### src/rtl/addsub_pkg.sv
// Shared types and helpers for the slice-serial adder-subtractor.
package addsub_pkg;

  typedef enum logic [1:0] {
    IDLE = 2'd0,
    RUN  = 2'd1,
    DONE = 2'd2
  } state_t;

  localparam int MAX_W = 128;

  // Signed max (0111..1) or min (100..0) for the given width, zero-extended to MAX_W.
  function automatic logic [MAX_W-1:0] sat_bound(input int width, input logic want_min);
    logic [MAX_W-1:0] r;
    r = {MAX_W{1'b0}};
    for (int i = 0; i < MAX_W; i++) begin
      if (i < width - 1) begin
        r[i] = ~want_min;
      end else if (i == width - 1) begin
        r[i] = want_min;
      end else begin
        r[i] = 1'b0;
      end
    end
    return r;
  endfunction

endpackage

### src/rtl/addsub_slice.sv
// Combinational SLICE-bit ripple of full adders; also exposes the carry into the top bit.
module addsub_slice #(
  parameter int SLICE = 4
) (
  input  logic [SLICE-1:0] a,
  input  logic [SLICE-1:0] b,
  input  logic             cin,
  output logic [SLICE-1:0] sum,
  output logic             cout,
  output logic             cmsb
);

  logic [SLICE:0] c_s;

  // Full-adder ripple across the slice.
  always_comb begin
    c_s    = {(SLICE+1){1'b0}};
    sum    = {SLICE{1'b0}};
    c_s[0] = cin;
    for (int i = 0; i < SLICE; i++) begin
      sum[i]   = a[i] ^ b[i] ^ c_s[i];
      c_s[i+1] = (a[i] & b[i]) | (a[i] & c_s[i]) | (b[i] & c_s[i]);
    end
    cout = c_s[SLICE];
    cmsb = c_s[SLICE-1];
  end

endmodule

### src/rtl/addsub_serial.sv
// Slice-serial adder-subtractor with valid/ready handshake and carry/ovf/zero/neg flags.
// Optional build macro ADDSUB_SAT_EN clamps s to signed max/min on overflow.
module addsub_serial
  import addsub_pkg::*;
#(
  parameter int WIDTH = 16,
  parameter int SLICE = 4
) (
  input  logic             clk,
  input  logic             rst,
  input  logic             in_valid,
  output logic             in_ready,
  input  logic [WIDTH-1:0] a,
  input  logic [WIDTH-1:0] b,
  input  logic             sub,
  output logic             out_valid,
  input  logic             out_ready,
  output logic [WIDTH-1:0] s,
  output logic             cout,
  output logic             ovf,
  output logic             zero,
  output logic             neg
);

  localparam int N    = WIDTH / SLICE;
  localparam int IDXW = (N > 1) ? $clog2(N) : 1;
  localparam logic [IDXW-1:0] LAST = IDXW'(N - 1);

  state_t           state_r;
  logic [WIDTH-1:0] a_r, b_r, s_r;
  logic             sub_r, carry_r;
  logic [IDXW-1:0]  idx_r;
  logic             in_ready_r, out_valid_r;
  logic             cout_r, ovf_r, zero_r, neg_r;

  logic [SLICE-1:0] a_sl_s, b_sl_s, sum_s;
  logic             sl_cout_s, sl_cmsb_s, ovf_s;
  logic [WIDTH-1:0] s_next_s, s_fin_s;

  addsub_slice #(.SLICE(SLICE)) u_slice (
    .a    (a_sl_s),
    .b    (b_sl_s),
    .cin  (carry_r),
    .sum  (sum_s),
    .cout (sl_cout_s),
    .cmsb (sl_cmsb_s)
  );

  // Select the active slice and merge its sum into the running result.
  always_comb begin
    a_sl_s   = a_r[32'(idx_r) * SLICE +: SLICE];
    b_sl_s   = b_r[32'(idx_r) * SLICE +: SLICE];
    s_next_s = s_r;
    s_next_s[32'(idx_r) * SLICE +: SLICE] = sum_s;
    ovf_s    = sl_cmsb_s ^ sl_cout_s;
`ifdef ADDSUB_SAT_EN
    // On overflow the true sign is the opposite of the wrapped MSB.
    if (ovf_s) begin
      s_fin_s = WIDTH'(sat_bound(WIDTH, ~s_next_s[WIDTH-1]));
    end else begin
      s_fin_s = s_next_s;
    end
`else
    s_fin_s = s_next_s;
`endif
  end

  // Control FSM with registered handshake outputs and result/flag registers.
  always_ff @(posedge clk) begin
    if (rst) begin
      state_r     <= IDLE;
      a_r         <= {WIDTH{1'b0}};
      b_r         <= {WIDTH{1'b0}};
      s_r         <= {WIDTH{1'b0}};
      sub_r       <= 1'b0;
      carry_r     <= 1'b0;
      idx_r       <= {IDXW{1'b0}};
      in_ready_r  <= 1'b1;
      out_valid_r <= 1'b0;
      cout_r      <= 1'b0;
      ovf_r       <= 1'b0;
      zero_r      <= 1'b0;
      neg_r       <= 1'b0;
    end else begin
      case (state_r)
        IDLE: begin
          if (in_valid) begin
            a_r        <= a;
            b_r        <= b ^ {WIDTH{sub}};
            sub_r      <= sub;
            carry_r    <= sub;
            idx_r      <= {IDXW{1'b0}};
            in_ready_r <= 1'b0;
            state_r    <= RUN;
          end else begin
            in_ready_r <= 1'b1;
          end
        end
        RUN: begin
          carry_r <= sl_cout_s;
          if (idx_r == LAST) begin
            s_r         <= s_fin_s;
            cout_r      <= sl_cout_s ^ sub_r;
            ovf_r       <= ovf_s;
            zero_r      <= (s_fin_s == {WIDTH{1'b0}});
            neg_r       <= s_fin_s[WIDTH-1];
            idx_r       <= {IDXW{1'b0}};
            out_valid_r <= 1'b1;
            state_r     <= DONE;
          end else begin
            s_r   <= s_next_s;
            idx_r <= idx_r + IDXW'(1);
          end
        end
        DONE: begin
          if (out_ready) begin
            out_valid_r <= 1'b0;
            in_ready_r  <= 1'b1;
            state_r     <= IDLE;
          end else begin
            out_valid_r <= 1'b1;
          end
        end
        default: begin
          state_r     <= IDLE;
          in_ready_r  <= 1'b1;
          out_valid_r <= 1'b0;
        end
      endcase
    end
  end

  assign in_ready  = in_ready_r;
  assign out_valid = out_valid_r;
  assign s         = s_r;
  assign cout      = cout_r;
  assign ovf       = ovf_r;
  assign zero      = zero_r;
  assign neg       = neg_r;

endmodule

### config.mk
export PLATFORM = sky130hd
export DESIGN_NAME = addsub_serial
export DESIGN_NICKNAME = d
export VERILOG_FILES = /design/src/rtl/addsub_pkg.sv /design/src/rtl/addsub_slice.sv /design/src/rtl/addsub_serial.sv
export SDC_FILE = /design/constraint.sdc
export NUM_CORES = 1
export LEC_CHECK = 0
export ABC_AREA = 1
export BUFFER_PORTS_ARGS = -buffer_cell sky130_fd_sc_hd__buf_2
export CORE_UTILIZATION = 45
export CTS_CLUSTER_DIAMETER = 80
export DETAILED_ROUTE_END_ITERATION = 10
export GPL_ROUTABILITY_DRIVEN = 1
export PLACE_DENSITY = 0.72
export SETUP_SLACK_MARGIN = 0.5
export SKIP_CTS_REPAIR_TIMING = 1
export SYNTH_ARGS = -nofsm -noshare
export SYNTH_HDL_FRONTEND = slang
export SYNTH_SLANG_ARGS = --single-unit
### constraint.sdc
create_clock -name clk -period 3.82 [get_ports clk]
set_input_delay 0.573 -clock clk [delete_from_list [all_inputs] [get_ports clk]]
set_output_delay 0.573 -clock clk [all_outputs]
set_load 0.02 [all_outputs]
==> results.md <==
- The largest fanout on the critical path is 16.
- When the netlist entered floorplanning its net count stood at 475.
- The number of global-route vias before repair is 2617.
- The highest attainable clock frequency is 322 MHz.
- The remaining antenna violation count after routing is 0.
- The core region is about 0.0065 sq mm.
- The top cell type's share of synthesized area is 39.0%.
- The count of max-cap constraint violations is 0.
- The critical path is of the reg -> reg type.
- STA classifies the critical path endpoint as a register.
- The final RePlAce weighted congestion is approximately 0.94.
- The number of H-tree levels is 3.
- The area taken by multi-input logic gates is 0.00159 sq mm.
- The number of vias in the routed layout is 2892.
- The analysis attributes to cell leakage a power of 1.73 nW.
- STA classifies the critical path startpoint as a register.
- The number of filler instances in the final layout is 637.
- The number of max-slew violations in the final report is 0.
- TritonCTS built the clock tree.
- Detailed placement ended at an HPWL of 5000 um.
- The register clock-pin slew on the reported worst setup and hold paths is 0.06 ns.
- The required time at the worst-slack endpoint is approximately 4.1 ns.
- The tree is rooted in a sky130_fd_sc_hd__clkbuf_8.
- Dividing the detail-routed wire length by the instance count gives 12.5 um.
- The wire length of the first global-routing pass is 11800 um.
- On the final layout, the worst clock skew is 0.00702 ns.
- The data arrival time of the critical path is roughly 3.4 ns.
- The most used flip-flop cell after synthesis is sky130_fd_sc_hd__dfxtp_1.
- The internal reg-to-reg setup slack is 0.72 ns.
- The power per cell area is 772 mW/mm^2.
- Measured against its own limit, the worst slew margin works out to about a quarter.
- For this run, design rule violations remaining after detail routing come to 0.
- Summed over all nets, wire length on met3 after detailed routing comes to 298 um.
- Summed over all nets, wire length on met2 after detailed routing comes to approximately 3300 um.
- In this run the critical register-to-register path is captured at zero$_SDFFE_PP0P_.
- The terminating pin of the worst hold path is in_ready$_SDFFE_PP1P_.
- In the routed layout, each cell is associated on average with a via count of a little over 5.
- Measured along the y axis, the die boundary spans ~85 um.
- The transition at the pin with the smallest max-transition slack is around 1.1 ns.
- The sum of routed wire segments on met1 is approximately 3300 um.
- The highest routed metal layer is met4.
- In this run the horizontal extent of the chip is 84.7 um.
- Setup repair after global routing left no endpoint under its margin.
- The repair_antennas step left the layout with diodes totalling 0.
- sky130_fd_sc_hd__nor2_1 is the most common cell in the netlist.
- In the synthesized netlist, the number of instances is between 400 and 500.
- The clock tree buffer depth is 2.
- The later pin in the worst-skew pair is clocked with a latency of between 0.3 and 0.4 ns.
- The flow ran to the end, and the final reports show no timing, DRC or antenna violations.
- Setup violations remaining at the end of the flow were counted as 0.
- Cells with a size suffix above 1 make up 18.7% of the layout.
- The startpoint identified for the worst register-to-register timing path is idx_r[0]$_SDFFE_PP0P_.
- In this run, synthesis inferred 0 flip-flops with an integrated enable.
- The number of sinks driven by the clock tree is 60.
- The startpoint of the tightest hold check path is in_ready$_SDFFE_PP1P_.
- After synthesis, the netlist uses 27 different library cells.
- The floorplan has 29 rows.
- The detailed router's first-iteration violation count is 132.
- The area occupied by registers is 0.00121 sq mm.
- Summing every instance area after synthesis gives 0.00308 sq mm.
- Across every metal layer, demand over resource in global routing totals 21.1%.
- Sorting the synthesized cells by how often they occur yields 85 x sky130_fd_sc_hd__nor2_1, 60 x sky130_fd_sc_hd__dfxtp_1, 57 x sky130_fd_sc_hd__nand2_1, 52 x sky130_fd_sc_hd__o21ai_0, 43 x sky130_fd_sc_hd__inv_1.
- Sequential cells were found to cover 39.0% of the synthesized design area.
- At the end of the flow, the number of nets in the layout was 532.
- Ranked by total cell area, the synthesized netlist is headed by sky130_fd_sc_hd__dfxtp_1 39%, sky130_fd_sc_hd__nor2_1 10%, sky130_fd_sc_hd__o21ai_0 8.4%.
- The floorplan step defined a die boundary enclosing 0.00718 sq mm.
- The TritonCTS buffer count is 9.
- The total wire length is 7050 um.
- The cell accounting for the most synthesized area is sky130_fd_sc_hd__dfxtp_1.
- The effective utilization at floorplan is 47.4%.
- Measured on the finished design, the core utilization comes to 55.9%.
- During synthesis, Yosys emitted a total of 0 warnings.
- The final hold violation count is 0.
- After routing, the total negative slack on setup checks comes to 0 ns.
- Summed over all layers, the global routing overflow is 0.
- The worst vdd rail ir drop is approximately 290 uV.
- After detailed placement, the total cell area comes to 0.00338 sq mm.
- Compared with the post-synthesis result, the final layout area differs by 17.9%.
- In this run the count of I/O pins placed on the die edge is between 50 and 60.
- The cell count of the worst hold path is 2.
- In this run the tool buffered the top-level ports with between 50 and 60 buffer cells.
- The initial antenna violation count is 0.
- Entering global routing, the biggest net connects 49 pins.
- In the finished design, the share of the clock period the worst path needs comes to 81.2%.
- The average instance area after synthesis is between 7 and 8 sq um.
- After routing the design area is 0.00363 sq mm.
- The count of cells along the worst register-to-register path is 15.
- For this run, the detailed router's first-pass iteration total came to 6.
- The register bit total from synthesis is 60.
- The share of synthesized registers carrying an async set or reset is 0%.
- Subtracting the final worst setup slack from the clock period gives 3.10 ns.
- The type of the most critical hold path is reg -> reg.
## registers in the layout, summed over array words and instances (netlist names)
name,count
carry_r,1
b_r,16
zero,1
neg,1
idx_r,2
out_valid,1
in_ready,1
s,16
sub_r,1
cout,1
a_r,16
state_r,2
ovf,1
## kinds of logic (layout without fill, tap and decap cells)
family	after synthesis	in the layout	synth area share, %
and+or+nand+nor	158	158	20.1
AOI/OAI and AO/OA	107	107	19.8
buffers and inverters	69	130	9.71
DFF	60	60	39.0
xor gates and xnor gates	18	18	5.12
adders and majority gates	13	13	6.26
## worst max path at each step
stage	from	to	slack [ns]	cells after the start
finish	idx_r[0]$_SDFFE_PP0P_	zero$_SDFFE_PP0P_	0.72	15
global route	idx_r[0]$_SDFFE_PP0P_	zero$_SDFFE_PP0P_	0.50	16
CTS	idx_r[1]$_SDFFE_PP0P_	zero$_SDFFE_PP0P_	0.35	16
detailed placement	idx_r[1]$_SDFFE_PP0P_	zero$_SDFFE_PP0P_	0.38	16
global placement	idx_r[1]$_SDFFE_PP0P_	zero$_SDFFE_PP0P_	0.47	16
floorplan	idx_r[1]$_SDFFE_PP0P_	zero$_SDFFE_PP0P_	0.53	17
## report_power, final
part	switching [mW]	internal (mW)	total, mW
Combinational	0.829	0.478	1.31
Sequential	0.134	0.819	0.953
Clock	0.229	0.315	0.545
## per-layer routing
layer | global-route usage [%] | up-vias
met5 | 0 | -
met4 | 10.0 | 0
li1 | - | 1494
met1 | 25.2 | 1311
met2 | 34.7 | 75
met3 | 6.29 | 12
## final cells by class
class,count,share of cell area (%)
clock buffers,13,4.10
clock inverters,2,0.965
inverters,45,4.89
multi-input cells,296,43.8
flip-flops and latches,60,33.2
well taps,77,2.65
repair buffers,69,10.3
repair inverters,1,0.138
## layout by cell type, fill, tap and decap left out, types with 2 or more instances in the layout
cell,instances
sky130_fd_sc_hd__nor2_1,85
sky130_fd_sc_hd__dfxtp_1,58
sky130_fd_sc_hd__buf_2,58
sky130_fd_sc_hd__nand2_1,57
sky130_fd_sc_hd__o21ai_0,52
sky130_fd_sc_hd__inv_1,42
sky130_fd_sc_hd__a21oi_1,30
sky130_fd_sc_hd__xnor2_1,17
sky130_fd_sc_hd__nand3_1,14
sky130_fd_sc_hd__buf_4,11
sky130_fd_sc_hd__o211ai_1,10
sky130_fd_sc_hd__clkbuf_8,10
sky130_fd_sc_hd__ha_1,9
sky130_fd_sc_hd__a32o_1,6
sky130_fd_sc_hd__fa_1,3
sky130_fd_sc_hd__clkbuf_1,3
sky130_fd_sc_hd__a31oi_1,2
sky130_fd_sc_hd__a211oi_1,2
## worst max-delay path, cell delays in order, from the launching register on
cell                      delay (ns)
sky130_fd_sc_hd__dfxtp_4        0.39
sky130_fd_sc_hd__inv_6          0.13
sky130_fd_sc_hd__buf_4          0.17
sky130_fd_sc_hd__nand2_1        0.06
sky130_fd_sc_hd__a32o_1         0.24
sky130_fd_sc_hd__fa_1           0.41
sky130_fd_sc_hd__fa_2           0.38
sky130_fd_sc_hd__fa_1           0.53
sky130_fd_sc_hd__nor2_1         0.08
sky130_fd_sc_hd__inv_1          0.06
sky130_fd_sc_hd__nor2_1         0.04
sky130_fd_sc_hd__a21oi_1        0.16
sky130_fd_sc_hd__nand2_1        0.08
sky130_fd_sc_hd__nor2_1         0.09
sky130_fd_sc_hd__nand3_1        0.09
sky130_fd_sc_hd__a21oi_2        0.12
## stage by stage
step,power (mW),setup slack (ns),hold WS (ns),std cells
after floorplan,1.93,0.532,0.450,425
after global placement,2.21,0.473,0.471,542
after detailed placement,2.23,0.375,0.475,542
after CTS,2.79,0.350,0.474,557
after global routing,3.07,0.499,0.499,563
final,2.80,0.718,0.480,563
Note: power is estimated with default switching activity, not from simulation.
